===== config.mk =====
export PLATFORM = sky130hd
export DESIGN_NAME = sa_skew_feeder
export DESIGN_NICKNAME = d
export VERILOG_FILES = /design/src/rtl/sa_skew_feeder.sv
export SDC_FILE = /design/constraint.sdc
export NUM_CORES = 1
export LEC_CHECK = 0
export CAP_MARGIN = 20
export CORE_ASPECT_RATIO = 1.25
export CORE_MARGIN = 5
export CORE_UTILIZATION = 49
export DETAILED_ROUTE_END_ITERATION = 10
export PLACE_DENSITY = 0.81
export SETUP_SLACK_MARGIN = 0.5
export SLEW_MARGIN = 20
export SYNTH_ARGS = -nofsm -noshare
export SYNTH_HDL_FRONTEND = slang
export SYNTH_SLANG_ARGS = --single-unit

===== constraint.sdc =====
create_clock -name clk -period 2.55 [get_ports clk]
set_clock_uncertainty 0.2 [all_clocks]
set_input_delay 0.3825 -clock clk [delete_from_list [all_inputs] [get_ports clk]]
set_output_delay 0.3825 -clock clk [all_outputs]
set_load 0.02 [all_outputs]

===== src/rtl/sa_skew_feeder.sv =====
// sa_skew_feeder: west-edge A-operand feeder for the FP8 systolic array.
//
// Takes one LANES-wide FP8 vector per cycle over valid/ready and injects it
// into the array with diagonal skew (lane i delayed i+1 cycles). Each tile
// runs through a one-cycle accumulator clear, the K-vector stream, and a
// LANES-cycle drain. The drain lets the last vector's highest lane reach the
// array before done is pulsed.
//
// Optional build macro: SA_FEEDER_STALL_CNT_EN
//   defined   -> stall_cnt counts STREAM cycles with in_valid low.
//                The count saturates at 16'hFFFF and is cleared in CLEAR.
//   undefined -> stall_cnt is tied to zero.
module sa_skew_feeder #(
  parameter int LANES = 4,
  parameter int K_MAX = 256,
  parameter int KW    = $clog2(K_MAX + 1)
) (
  input  logic               clk,
  input  logic               rst_n,
  input  logic               start,
  input  logic [KW-1:0]      k_len,
  input  logic               in_valid,
  output logic               in_ready,
  input  logic [LANES*8-1:0] in_data,
  output logic [LANES*8-1:0] lane_data,
  output logic [LANES-1:0]   lane_valid,
  output logic               acc_clear,
  output logic               acc_en,
  output logic               busy,
  output logic               done,
  output logic [15:0]        stall_cnt
);

  localparam logic [1:0] ST_IDLE   = 2'd0;
  localparam logic [1:0] ST_CLEAR  = 2'd1;
  localparam logic [1:0] ST_STREAM = 2'd2;
  localparam logic [1:0] ST_DRAIN  = 2'd3;

  // The drain counter only has to reach LANES-1.
  localparam int             DW         = (LANES > 1) ? $clog2(LANES) : 1;
  localparam logic [DW-1:0]  DRAIN_LAST = DW'(LANES - 1);
  localparam logic [KW-1:0]  K_MAX_W    = KW'(K_MAX);
  localparam logic [KW-1:0]  K_ONE      = KW'(1);

  logic [1:0]         state_r;
  logic [1:0]         state_nxt_s;
  logic [KW-1:0]      k_len_r;
  logic [KW-1:0]      cnt_r;
  logic [KW-1:0]      cnt_inc_s;
  logic [DW-1:0]      drain_cnt_r;
  logic               start_ok_s;
  logic               accept_s;
  logic               last_accept_s;
  logic               drain_last_s;
  logic               in_ready_r;
  logic               acc_clear_r;
  logic               acc_en_r;
  logic               busy_r;
  logic               done_r;
  logic [LANES*8-1:0] stage0_data_s;
  logic               stage0_valid_s;

  // A tile length outside 1..K_MAX is rejected at start.
  assign start_ok_s     = (k_len != {KW{1'b0}}) && (k_len <= K_MAX_W);
  // in_ready_r is high exactly while the FSM is in STREAM.
  assign accept_s       = in_valid & in_ready_r;
  assign cnt_inc_s      = cnt_r + K_ONE;
  assign last_accept_s  = accept_s && (cnt_inc_s == k_len_r);
  assign drain_last_s   = (drain_cnt_r == DRAIN_LAST);
  // Accepted vectors enter the skew chains; otherwise a zero bubble enters.
  assign stage0_data_s  = accept_s ? in_data : {(LANES*8){1'b0}};
  assign stage0_valid_s = accept_s;

  // Next-state decode for the tile sequencer.
  always_comb begin
    state_nxt_s = state_r;
    case (state_r)
      ST_IDLE: begin
        if (start && start_ok_s) begin
          state_nxt_s = ST_CLEAR;
        end else begin
          state_nxt_s = ST_IDLE;
        end
      end
      ST_CLEAR: begin
        state_nxt_s = ST_STREAM;
      end
      ST_STREAM: begin
        if (last_accept_s) begin
          state_nxt_s = ST_DRAIN;
        end else begin
          state_nxt_s = ST_STREAM;
        end
      end
      ST_DRAIN: begin
        if (drain_last_s) begin
          state_nxt_s = ST_IDLE;
        end else begin
          state_nxt_s = ST_DRAIN;
        end
      end
      default: begin
        state_nxt_s = ST_IDLE;
      end
    endcase
  end

  // State register.
  always_ff @(posedge clk or negedge rst_n) begin
    if (!rst_n) begin
      state_r <= ST_IDLE;
    end else begin
      state_r <= state_nxt_s;
    end
  end

  // Latch the tile length when a legal start is taken in IDLE only.
  always_ff @(posedge clk or negedge rst_n) begin
    if (!rst_n) begin
      k_len_r <= {KW{1'b0}};
    end else if ((state_r == ST_IDLE) && start && start_ok_s) begin
      k_len_r <= k_len;
    end
  end

  // Accepted-vector counter: zeroed in CLEAR, bumped on each accept.
  always_ff @(posedge clk or negedge rst_n) begin
    if (!rst_n) begin
      cnt_r <= {KW{1'b0}};
    end else if (state_r == ST_CLEAR) begin
      cnt_r <= {KW{1'b0}};
    end else if ((state_r == ST_STREAM) && accept_s) begin
      cnt_r <= cnt_inc_s;
    end
  end

  // Drain cycle counter: runs only in DRAIN, wraps to zero on the last cycle.
  always_ff @(posedge clk or negedge rst_n) begin
    if (!rst_n) begin
      drain_cnt_r <= {DW{1'b0}};
    end else if ((state_r == ST_DRAIN) && !drain_last_s) begin
      drain_cnt_r <= drain_cnt_r + DW'(1);
    end else begin
      drain_cnt_r <= {DW{1'b0}};
    end
  end

  // Registered control outputs, decoded from the state being entered.
  always_ff @(posedge clk or negedge rst_n) begin
    if (!rst_n) begin
      in_ready_r  <= 1'b0;
      acc_clear_r <= 1'b0;
      acc_en_r    <= 1'b0;
      busy_r      <= 1'b0;
      done_r      <= 1'b0;
    end else begin
      in_ready_r  <= (state_nxt_s == ST_STREAM);
      acc_clear_r <= (state_nxt_s == ST_CLEAR);
      acc_en_r    <= (state_nxt_s == ST_STREAM) || (state_nxt_s == ST_DRAIN);
      busy_r      <= (state_nxt_s != ST_IDLE);
      done_r      <= (state_r == ST_DRAIN) && drain_last_s;
    end
  end

  assign in_ready  = in_ready_r;
  assign acc_clear = acc_clear_r;
  assign acc_en    = acc_en_r;
  assign busy      = busy_r;
  assign done      = done_r;

  // Skew chains. Lane i is an (i+1)-deep shift register that shifts every
  // cycle, because the array never back-pressures. Bubbles carry zero data,
  // so lane_data is zero whenever lane_valid is low.
  for (genvar gi = 0; gi < LANES; gi++) begin : g_lane
    logic [8*gi+7:0] data_r;
    logic [gi:0]     valid_r;

    if (gi == 0) begin : g_one
      // Single-stage chain for lane 0.
      always_ff @(posedge clk or negedge rst_n) begin
        if (!rst_n) begin
          data_r  <= 8'h00;
          valid_r <= 1'b0;
        end else begin
          data_r  <= stage0_data_s[7:0];
          valid_r <= stage0_valid_s;
        end
      end
    end else begin : g_many
      // Multi-stage chain: new byte enters at the bottom, output is the top.
      always_ff @(posedge clk or negedge rst_n) begin
        if (!rst_n) begin
          data_r  <= {(8*gi+8){1'b0}};
          valid_r <= {(gi+1){1'b0}};
        end else begin
          data_r  <= {data_r[8*gi-1:0], stage0_data_s[8*gi +: 8]};
          valid_r <= {valid_r[gi-1:0], stage0_valid_s};
        end
      end
    end

    assign lane_data[8*gi +: 8] = data_r[8*gi +: 8];
    assign lane_valid[gi]       = valid_r[gi];
  end

`ifdef SA_FEEDER_STALL_CNT_EN
  logic [15:0] stall_cnt_r;

  // Upstream starvation counter. It saturates, is cleared per tile, and holds in IDLE.
  always_ff @(posedge clk or negedge rst_n) begin
    if (!rst_n) begin
      stall_cnt_r <= 16'h0000;
    end else if (state_r == ST_CLEAR) begin
      stall_cnt_r <= 16'h0000;
    end else if ((state_r == ST_STREAM) && !in_valid && (stall_cnt_r != 16'hFFFF)) begin
      stall_cnt_r <= stall_cnt_r + 16'h0001;
    end
  end

  assign stall_cnt = stall_cnt_r;
`else
  assign stall_cnt = 16'h0000;
`endif

endmodule

# After elaboration in Yosys (flattened, before gate mapping)
# Cells that the tools add are included.
dict set report word_totals {
  ff_bits 117
  output_inout_bits 57
  wordCells 51
}
dict set report op_classes {
  n_addsub 2
  order_cmp 1
  n_eq_ne 8
  mux 8
  n_bitwise 1
  n_reduce_logical 14
}
# operator count
set op_table {}
lappend op_table {{two-way mux 32 bit} 1}
lappend op_table {{two-way mux 9 bit} 2}
lappend op_table {{== test 2 bit, second input constant} 5}
lappend op_table {{adder 9 x 1 -> 9 bit, second input constant} 1}
lappend op_table {{== test 9 bit} 1}
lappend op_table {{<= comparator 9 bit, second input constant} 1}
lappend op_table {{nonzero test 9 bit} 1}
lappend op_table {{logical AND 1 bit} 8}
lappend op_table {{case mux 2 bit (4 select lines)} 1}
lappend op_table {{== test 2 x 1 -> 1 bit, second input constant} 2}
lappend op_table {{two-way mux 2 bit} 2}
lappend op_table {{nonzero test 2 bit} 2}
lappend op_table {{adder 2 x 1 -> 2 bit, second input constant} 1}
lappend op_table {{zero test 2 bit} 1}
lappend op_table {{two-way mux 1 bit} 2}
lappend op_table {{bitwise AND 1 bit} 1}
lappend op_table {{zero test 1 bit} 1}
lappend op_table {{logical OR 1 bit} 1}

# Longest topological paths before layout
# Gate-level depths: netlist (run 1).
dict set report depth {
  depth_word 7
  depth_mapped 6
  mapped_depth_nobuf 6
}

# Worst setup path after synthesis (run 1)
# No wires, ideal clock.
dict set report synth_timing {
  path_kind {register -> register}
  start {reg cnt_r[1]}
  end {reg in_ready_r, in the netlist in_ready}
  arrival_ns 1.825
  required_time_ns 2.231
  slack_ns 0.406
  stages_incl_launch_ff 7
  path_buffers 0
  period_less_slack_ns 2.144
  path_cell_list {dfrtp_1 > ha_1 > nand3_2 > or3_1 > a2111oi_2 > o2111ai_1 > and2_1}
}
dict set report synth_between {
  elab_chain_len 6
}
# element line_no
set synth_lines {}
lappend synth_lines {{from (decl)} 48} ;# logic [KW-1:0] cnt_r;
lappend synth_lines {{from (signal assigned)} 129} ;# cnt_r <= {KW{1'b0}};
lappend synth_lines {{from (signal assigned)} 131} ;# cnt_r <= {KW{1'b0}};
lappend synth_lines {{from (signal assigned)} 133} ;# cnt_r <= cnt_inc_s;
lappend synth_lines {{adder 9 x 1 -> 9 bit} 67} ;# assign cnt_inc_s = cnt_r + K_ONE;
lappend synth_lines {{== test 9 bit} 68} ;# assign last_accept_s = accept_s && (cnt_inc_s == k_len_r);
lappend synth_lines {{logical AND 1 bit} 68}
lappend synth_lines {{two-way mux 1 bit} 89} ;# if (last_accept_s) begin
lappend synth_lines {{case mux 2 bit (4 select lines)} 77} ;# case (state_r)
lappend synth_lines {{== test 2 bit} 157} ;# in_ready_r <= (state_nxt_s == ST_STREAM);
lappend synth_lines {{to (signal assigned)} 157}
lappend synth_lines {{to (decl)} 55} ;# logic in_ready_r;
# No other way between the ends.
# A chain may end at the register's enable or synchronous reset.

# Final worst setup path (run 1)
dict set report layout_timing {
  start {reg cnt_r[0]}
  end {reg in_ready_r, in the netlist in_ready}
}
# Same word-level chain as after synthesis.

==> PnR_summary.wiki, run 1 <==
{| class="wikitable"
! Metric !! Value
|-
| Result of the run || finished, final reports clean
|-
| Proportion of netlist area held by the largest area contributor || 0.661
|-
| Met1 usage in global routing || 0.167
|-
| Number of instances in the synthesized netlist || 317
|-
| Setup repair after global routing missed its margin || yes
|-
| Kind of start point of the critical path || register
|-
| Sequential element share of the synthesized area || 0.661
|-
| Type of the tightest min-delay check || primary input to register
|-
| Crit Path Max Fanout || 5
|-
| IO Pins || 102
|-
| R2R Path End || in_ready$_DFF_PN0_
|-
| Clock buffer count from CTS || 9
|-
| Total of fill cells in the finished design || 598
|-
| Hold worst-path end || k_len_r[1]$_DFFE_PN0P_
|-
| Internal power || 0.00309 W
|-
| Most congested layer reported by global routing || met2
|-
| CP required || 2.61 ns
|-
| Number of cells traversed by the worst register-to-register path || 6
|-
| Final standard cell utilization of the core || 0.633
|-
| Setup crit end kind || register
|-
| Fraction of synthesis flops using an asynchronous set or reset pin || 1.00
|-
| Dominant cells by area after synthesis || sky130_fd_sc_hd__dfrtp_1 (66%), sky130_fd_sc_hd__buf_4 (7.9%), sky130_fd_sc_hd__and3_1 (5.3%), sky130_fd_sc_hd__mux2_1 (2.2%), sky130_fd_sc_hd__xnor2_1 (1.5%)
|-
| Cell area after layout || 5240 µm²
|-
| Clock-pin transition on the worst setup and hold timing paths || 0.10 ns
|-
| Start point of the worst hold path || k_len[1]
|-
| Global-route wire length before repair || 12.7 mm
|-
| Remaining max-slew budget at the tightest pin || 0.626
|-
| Number of distinct standard cells referenced by the synthesized netlist || 47
|-
| Transition time at the pin with the least slew margin || 0.561 ns
|-
| H-Tree Level Count || 3
|-
| Largest net degree at the start of global routing || 46
|-
| Total clock sinks || 110
|-
| Sequential cell fraction of total power || 0.504
|-
| Remaining design rule violation count || 0
|-
| Peak VDD IR || 0.000534 V
|-
| Iteration count of the initial detailed-routing pass || 4
|-
| Master cell of the clock root buffer || sky130_fd_sc_hd__clkbuf_8
|-
| Weighted congestion reported at the end of routability-driven placement || 0.855
|-
| Endpoints failing hold || 0
|-
| GR Layer Usage met3 || 0.0426
|-
| Top_reg_cell synth || sky130_fd_sc_hd__dfrtp_1
|-
| Period Utilization, post-route || 0.807
|-
| Max clock buf depth || 2
|-
| Final count of pins violating max slew || 0
|-
| Number of cells traversed by the worst hold path || 2
|-
| Fraction of power consumed by combinational cells || 0.275
|-
| Part of the power in the clock network || 0.221
|-
| Placed cell area || 4910 µm²
|-
| Area of the die || 10400 µm²
|-
| Post-layout worst setup margin || 0.491 ns
|-
| Switching power total || 0.00140 W
|-
| Final setup violation count || 0
|-
| Drt via density || 5.19
|-
| Floorplan row count || 37
|-
| Power Total || 0.00449 W
|-
| Largest area contributor in the synthesized netlist || sky130_fd_sc_hd__dfrtp_1
|-
| Source-to-sink clock delay at the later pin of the worst-skew pair || 0.36 ns
|-
| Data arrival time of the critical path || 2.12 ns
|-
| Detailed-route wire length per cell || 15.8 µm
|-
| Peak Freq || 486 MHz
|-
| Leakage dissipation || 2.50 nW
|-
| Pre-CTS setup slack || -0.0254 ns
|-
| Path type of the worst setup path || register to register
|-
| Synth Cell Area || 4160 µm²
|-
| Antenna Cells || 0
|-
| Die extent in y || 113 µm
|-
| Initial antenna violation count || 0
|-
| Count of max-cap constraint violations || 0
|-
| Final min period || 2.06 ns
|-
| Number of antenna-violating nets in the routed design || 0
|-
| Total detailed-routing wirelength || 7.76 mm
|-
| TritonCTS clock tree || yes
|-
| Vias || 2541
|-
| Core footprint || 8290 µm²
|-
| Met2 Use GR || 0.287
|-
| Starting DRT DRC Count || 107
|-
| Die X || 92.4 µm
|-
| Effective utilization at floorplan || 0.502
|-
| GRT Util Overall || 0.155
|-
| Avg Synthesized Cell Area || 13.1 µm²
|-
| Number of flip-flops and latches in the synthesized netlist || 110
|-
| Net count of the finished layout || 437
|-
| Area growth syn-to-layout || 26.0%
|-
| Reg-to-reg setup timing slack || 0.49 ns
|-
| Synth warn || 0
|-
| PD cells || 857 nW/µm²
|-
| Cell with the most instances after synthesis || sky130_fd_sc_hd__dfrtp_1
|-
| Estimated wirelength of the detail-placed design || 5.51 mm
|-
| Worst setup path startpoint || cnt_r[0]$_DFFE_PN0P_
|-
| Critical register-to-register path startpoint || cnt_r[0]$_DFFE_PN0P_
|-
| Switching portion of total power || 0.312
|-
| Port buffer count || 85
|-
| Count of flip-flops with a built-in enable after synthesis || 0
|-
| Remaining global-route overflow || 0
|-
| Most frequent cells after synthesis || sky130_fd_sc_hd__dfrtp_1 (110), sky130_fd_sc_hd__buf_4 (44), sky130_fd_sc_hd__and3_1 (35), sky130_fd_sc_hd__o21ai_0 (11), sky130_fd_sc_hd__nand2_1 (10)
|-
| Fraction of final layout cells sized beyond drive strength 1 || 0.153
|-
| Via count of the first global-routing pass || 2646
|}
-- metal layers --
metal | routed length, µm | vias up | share of wire
met2 | 4280 | 95 | 0.55
met3 | 532 | 7 | 0.069
met4 | 77 | 0 | 0.0099
li1 | - | 1180 | -
met5 | 0 | - | 0
met1 | 2870 | 1259 | 0.37
-- worst max-delay path, stage by stage, from the launching register on --
cell and delay, ns:
sky130_fd_sc_hd__dfrtp_1 0.43, sky130_fd_sc_hd__ha_4 0.17, sky130_fd_sc_hd__nand3_4 0.09, sky130_fd_sc_hd__or3_4 0.39
sky130_fd_sc_hd__a2111oi_4 0.31, sky130_fd_sc_hd__o2111ai_2 0.19, sky130_fd_sc_hd__and2_1 0.18
-- metrics by stage --
| stage | TNS, ns | cells | hold WS [ns] |
|---|---|---|---|
| after global placement | 0 | 468 | 0.131 |
| after detailed placement | -0.118 | 468 | 0.135 |
| after CTS | 0 | 486 | 0.156 |
| after floorplan | 0 | 332 | -0.113 |
| final | 0 | 490 | 0.0781 |
| after global routing | 0 | 490 | 0.0779 |
-- area by class of cell --
class	instances	area (µm²)	share of cell area
Timing Repair Buffer	103	997	0.190
Tap cell	97	121	0.0231
Clock inverter	5	57.6	0.0110
Inverter	6	22.5	0.00429
Multi-Input combinational cell	160	1160	0.221
Clock buffer	9	124	0.0236
Sequential cell	110	2760	0.527
-- cell families after synthesis --
logic type,share of synthesized area
DFF,0.661
adders and majority gates,0.00601
and+or+nand+nor,0.119
muxes,0.0216
other,0.000901
xor gates and xnor gates,0.0286
AOI/OAI and AO/OA,0.0595
buffers and inverters,0.103
-- cells in the final DEF, fill, tap and decap left out, types with 5 or more instances in the layout --
master                              n
sky130_fd_sc_hd__a21oi_1            5
sky130_fd_sc_hd__and3_1            35
sky130_fd_sc_hd__buf_4             17
sky130_fd_sc_hd__clkbuf_8           9
sky130_fd_sc_hd__clkdlybuf4s50_1   74
sky130_fd_sc_hd__conb_1            16
sky130_fd_sc_hd__dfrtp_1          103
sky130_fd_sc_hd__dfrtp_2            7
sky130_fd_sc_hd__dlygate4sd2_1      7
sky130_fd_sc_hd__mux2_4             5
sky130_fd_sc_hd__nand2_1           10
sky130_fd_sc_hd__nand3_1            7
sky130_fd_sc_hd__nor2_1             5
sky130_fd_sc_hd__nor3_1             5
sky130_fd_sc_hd__o21ai_0           11
sky130_fd_sc_hd__xnor2_1            6
-- power groups by stage --
stage / Sequential, W / Clock (W) / Combinational [W]
detailed placement: 0.00230 / 0 / 0.00116
floorplan: 0.00227 / 0 / 0.000784
global route: 0.00231 / 0.00110 / 0.00132
finish: 0.00227 / 0.000994 / 0.00123
global placement: 0.00229 / 0 / 0.00111
CTS: 0.00227 / 0.00103 / 0.00122
-- flip-flops by register name, summed over array words and instances (netlist names) --
name            cells
drain_cnt_r         2
acc_clear           1
cnt_r               9
g_lane.valid_r      4
done                1
k_len_r             9
in_ready            1
g_lane.data_r      80
state_r             1
acc_en              1
busy                1
-- worst max-delay path by stage --
stage	end	cells after the start	slack, ns
2_1_floorplan	in_ready$_DFF_PN0_	6	0.50
3_3_place_gp	k_len_r[1]$_DFFE_PN0P_	6	0.03
3_5_place_dp	k_len_r[7]$_DFFE_PN0P_	6	-0.03
4_1_cts	in_ready$_DFF_PN0_	6	0.46
5_1_grt	in_ready$_DFF_PN0_	6	0.41
6_report	in_ready$_DFF_PN0_	6	0.49
-- repair_timing --
action                     in CTS  in global routing
pin swaps                       9                  7
hold endpoints to repair       42                  0
setup endpoints to repair      13                 10
hold buffers                    1                  0
gates resized for setup        22                  8
buffers inserted                2                  4
gates cloned                    1                  0
Power figures use the tool's default switching activity.
==> run 2: changes to the inputs <==
Clock period 2.55 ns to 2 ns, I/O delays scaled along.
==> run 2 against run 1 <==
Against the previous run:
- sequential cell count unchanged
- the run now ends with setup timing left
- global-route usage is 1.7 points higher
- non-clock buffer count grew 25
- wire length grew 11%
- sequential share of layout area fell by 1.4 points
- clock power increased by 23%
- combinational power rose by 46%
- critical endpoint unchanged
==> PnR_summary.wiki, run 2 (synthesis results as in run 1) <==
{| class="wikitable"
! Metric !! Value
|-
| Number of buffer and inverter instances along the worst setup path || 0 (unchanged)
|-
| Area occupied by registers || 2750 µm² (was 2760 µm²)
|-
| Total of fill cells in the finished design || 599 (was 598)
|-
| Setup repair after global routing missed its margin || yes (unchanged)
|-
| Switching portion of total power || 0.330 (was 0.312)
|-
| Count of max-cap constraint violations || 0 (unchanged)
|-
| Fraction of power consumed by combinational cells || 0.307 (was 0.275)
|-
| Largest net degree at the start of global routing || 60 (was 46)
|-
| Leading cell types in the layout, fill and taps excluded || sky130_fd_sc_hd__dfrtp_1 (109), sky130_fd_sc_hd__buf_2 (42), sky130_fd_sc_hd__clkdlybuf4s50_1 (35) (was sky130_fd_sc_hd__dfrtp_1 (103), sky130_fd_sc_hd__clkdlybuf4s50_1 (74), sky130_fd_sc_hd__and3_1 (35))
|-
| Data arrival time of the critical path || 2.08 ns (was 2.12 ns)
|-
| Critical path's top delay family || simple AND/OR/NAND/NOR gates (unchanged)
|-
| Vias || 2604 (was 2541)
|-
| Fraction of final layout cells sized beyond drive strength 1 || 0.333 (was 0.153)
|-
| PD cells || 1090 nW/µm² (was 857 nW/µm²)
|-
| Internal power || 0.00392 W (was 0.00309 W)
|-
| Initial antenna violation count || 0 (unchanged)
|-
| Source-to-sink clock delay at the later pin of the worst-skew pair || 0.37 ns (was 0.36 ns)
|-
| Setup TNS || -0.0120 ns (was 0 ns)
|-
| Effective utilization at floorplan || 0.502 (unchanged)
|-
| Iteration count of the initial detailed-routing pass || 4 (unchanged)
|-
| Final min period || 2.01 ns (was 2.06 ns)
|-
| Start point of the worst hold path || k_len[6] (was k_len[1])
|-
| Clock-pin transition on the worst setup and hold timing paths || 0.10 ns (about the same)
|-
| Critical register-to-register path startpoint || cnt_r[1]$_DFFE_PN0P_ (was cnt_r[0]$_DFFE_PN0P_)
|-
| Peak Freq || 497 MHz (was 486 MHz)
|-
| Total detailed-routing wirelength || 8.62 mm (was 7.76 mm)
|-
| Post-layout worst setup margin || -0.0120 ns (was 0.491 ns)
|-
| Placed cell area || 5060 µm² (was 4910 µm²)
|-
| R2R Path End || in_ready$_DFF_PN0_ (unchanged)
|-
| Switching power total || 0.00193 W (was 0.00140 W)
|-
| Peak VDD IR || 0.000571 V (was 0.000534 V)
|-
| H-Tree Level Count || 3 (unchanged)
|-
| Leakage dissipation || 2.69 nW (was 2.50 nW)
|-
| Crit Path Max Fanout || 4 (was 5)
|-
| Starting DRT DRC Count || 80 (was 107)
|-
| Hold worst-path end || k_len_r[6]$_DFFE_PN0P_ (was k_len_r[1]$_DFFE_PN0P_)
|-
| TritonCTS clock tree || yes (unchanged)
|-
| Final count of pins violating max slew || 0 (unchanged)
|-
| Weighted congestion reported at the end of routability-driven placement || 0.880 (was 0.855)
|-
| Number of antenna-violating nets in the routed design || 0 (unchanged)
|-
| Drt via density || 5.04 (was 5.19)
|-
| Reg-to-reg setup timing slack || -0.01 ns (was 0.49 ns)
|-
| Net count of the finished layout || 462 (was 437)
|-
| Period Utilization, post-route || 1.01 (was 0.807)
|-
| Port buffer count || 85 (unchanged)
|-
| Max clock buf depth || 2 (unchanged)
|-
| Remaining global-route overflow || 0 (unchanged)
|-
| GRT Util Overall || 0.172 (was 0.155)
|-
| Part of the power in the clock network || 0.208 (was 0.221)
|-
| Clock buffer count from CTS || 9 (unchanged)
|-
| Core footprint || 8290 µm² (unchanged)
|-
| Register bank with the most flops || g_lane.data_r (unchanged)
|-
| Global-route wire length before repair || 13.8 mm (was 12.7 mm)
|-
| Remaining design rule violation count || 0 (unchanged)
|-
| Cell area after layout || 5380 µm² (was 5240 µm²)
|-
| Estimated wirelength of the detail-placed design || 6.02 mm (was 5.51 mm)
|-
| Flip-flop count of the largest register, all copies and words added || 80 (unchanged)
|-
| Detailed-route wire length per cell || 16.7 µm (was 15.8 µm)
|-
| Final setup violation count || 1 (was 0)
|-
| Number of cells traversed by the worst hold path || 3 (was 2)
|-
| Die X || 92.4 µm (unchanged)
|-
| Via count of the first global-routing pass || 2741 (was 2646)
|-
| Critical path, cell by cell || ha_4 -> nand3_4 -> or3_4 -> a2111oi_4 -> o2111ai_2 -> and2_1 (unchanged)
|-
| Area growth syn-to-layout || 29.2% (was 26.0%)
|-
| Most common cell after layout, fill and taps aside || sky130_fd_sc_hd__dfrtp_1 (unchanged)
|-
| Slowest cell on the critical path || sky130_fd_sc_hd__dfrtp_1 (unchanged)
|-
| Type of the tightest min-delay check || primary input to register (unchanged)
|-
| Sequential cell fraction of total power || 0.485 (was 0.504)
|-
| Area of the die || 10400 µm² (unchanged)
|-
| Registers with the highest flip-flop counts || g_lane.data_r: 80 flops, cnt_r: 9 flops, k_len_r: 9 flops (unchanged)
|-
| Largest stage delay, worst path || 0.40 ns (was 0.43 ns)
|-
| Number of cells traversed by the worst register-to-register path || 6 (unchanged)
|-
| Antenna Cells || 0 (unchanged)
|-
| Master cell of the clock root buffer || sky130_fd_sc_hd__clkbuf_8 (unchanged)
|-
| IO Pins || 102 (unchanged)
|-
| Result of the run || finished with violations (was finished, final reports clean)
|-
| Power Total || 0.00585 W (was 0.00449 W)
|-
| Endpoints failing hold || 0 (unchanged)
|-
| Setup crit end kind || register (unchanged)
|-
| CP required || 2.07 ns (was 2.61 ns)
|-
| Die extent in y || 113 µm (unchanged)
|-
| Path type of the worst setup path || register to register (unchanged)
|-
| Floorplan row count || 37 (unchanged)
|-
| Multi-input gate area in the final layout || 1260 µm² (was 1160 µm²)
|-
| Pre-CTS setup slack || -0.568 ns (was -0.0254 ns)
|-
| Violations in the final reports || setup timing
|-
| Total clock sinks || 110 (unchanged)
|-
| Kind of start point of the critical path || register (unchanged)
|}
## run 2: cell count changes in the layout (fill, tap and decap cells not counted), moves of 6 or more
cell / before / now
sky130_fd_sc_hd__clkdlybuf4s50_1: 74 / 35
sky130_fd_sc_hd__dlygate4sd3_1: 1 / 7
sky130_fd_sc_hd__dfrtp_1: 103 / 109
sky130_fd_sc_hd__buf_4: 17 / 29
sky130_fd_sc_hd__buf_2: 0 / 42
sky130_fd_sc_hd__dlygate4sd2_1: 7 / 0
sky130_fd_sc_hd__dfrtp_2: 7 / 1
sky130_fd_sc_hd__buf_6: 0 / 11
## run 2: through the flow
| stage | util | hold WS [ns] | instances |
|---|---|---|---|
| 2_1_floorplan | - | -0.196 | 332 |
| 3_3_place_gp | 0.611 | 0.0408 | 483 |
| 3_5_place_dp | 0.611 | 0.0566 | 483 |
| 4_1_cts | 0.632 | 0.0164 | 510 |
| 5_1_grt | 0.649 | 0.0276 | 517 |
| 6_report | 0.649 | 0.0369 | 517 |
## run 2: final cells by class
class / instances / area share
well taps: 97 / 0.0226
multi-input cells: 160 / 0.234
inverters: 6 / 0.00419
flip-flops and latches: 110 / 0.512
repair buffers: 128 / 0.193
clock buffers: 10 / 0.0237
clock inverters: 6 / 0.0105
## run 2: worst register-to-register path, delay by kind of cell, from the launching register on
kind	cells	cell delay, ns
adder cells (fa/ha/maj)	1	0.17
AO/OA/AOI/OAI	2	0.49
AND/OR/NAND/NOR	3	0.66
flip-flops	1	0.40
## run 2: power groups by stage
stage          sequential [W]  clock [W]  combinational, W
2_1_floorplan         0.00290          0           0.00104
3_3_place_gp          0.00285          0           0.00165
3_5_place_dp          0.00288          0           0.00169
4_1_cts               0.00284    0.00127           0.00167
5_1_grt               0.00289    0.00135           0.00194
6_report              0.00284    0.00122           0.00180
## run 2: timing repair
item / in CTS / in global routing
cloned: 1 / 0
buffers inserted: 4 / 6
hold buffers: 6 / 1
endpoints found under the hold margin: 32 / 1
pin swaps: 9 / 6
resized for setup: 215 / 25
setup endpoints to repair: 57 / 24
## run 2: routing by layer
metal,global-route usage,up-vias,share of wire
li1,-,1234,-
met1,0.202,1291,0.39
met2,0.303,69,0.55
met3,0.0339,10,0.047
met4,0.0763,0,0.013
met5,0,-,0
## run 2: worst max-delay path by stage
stage                     depth (start not counted)                endpoint  slack [ns]                  from
after CTS                                         6      in_ready$_DFF_PN0_       -0.04  cnt_r[1]$_DFFE_PN0P_
after detailed placement                          6  k_len_r[0]$_DFFE_PN0P_       -0.57              k_len[2]
after floorplan                                   6      in_ready$_DFF_PN0_       0.009  cnt_r[1]$_DFFE_PN0P_
after global placement                            6  k_len_r[2]$_DFFE_PN0P_       -0.50              k_len[2]
after global routing                              6      in_ready$_DFF_PN0_       -0.08  cnt_r[1]$_DFFE_PN0P_
final                                             6      in_ready$_DFF_PN0_       -0.01  cnt_r[1]$_DFFE_PN0P_
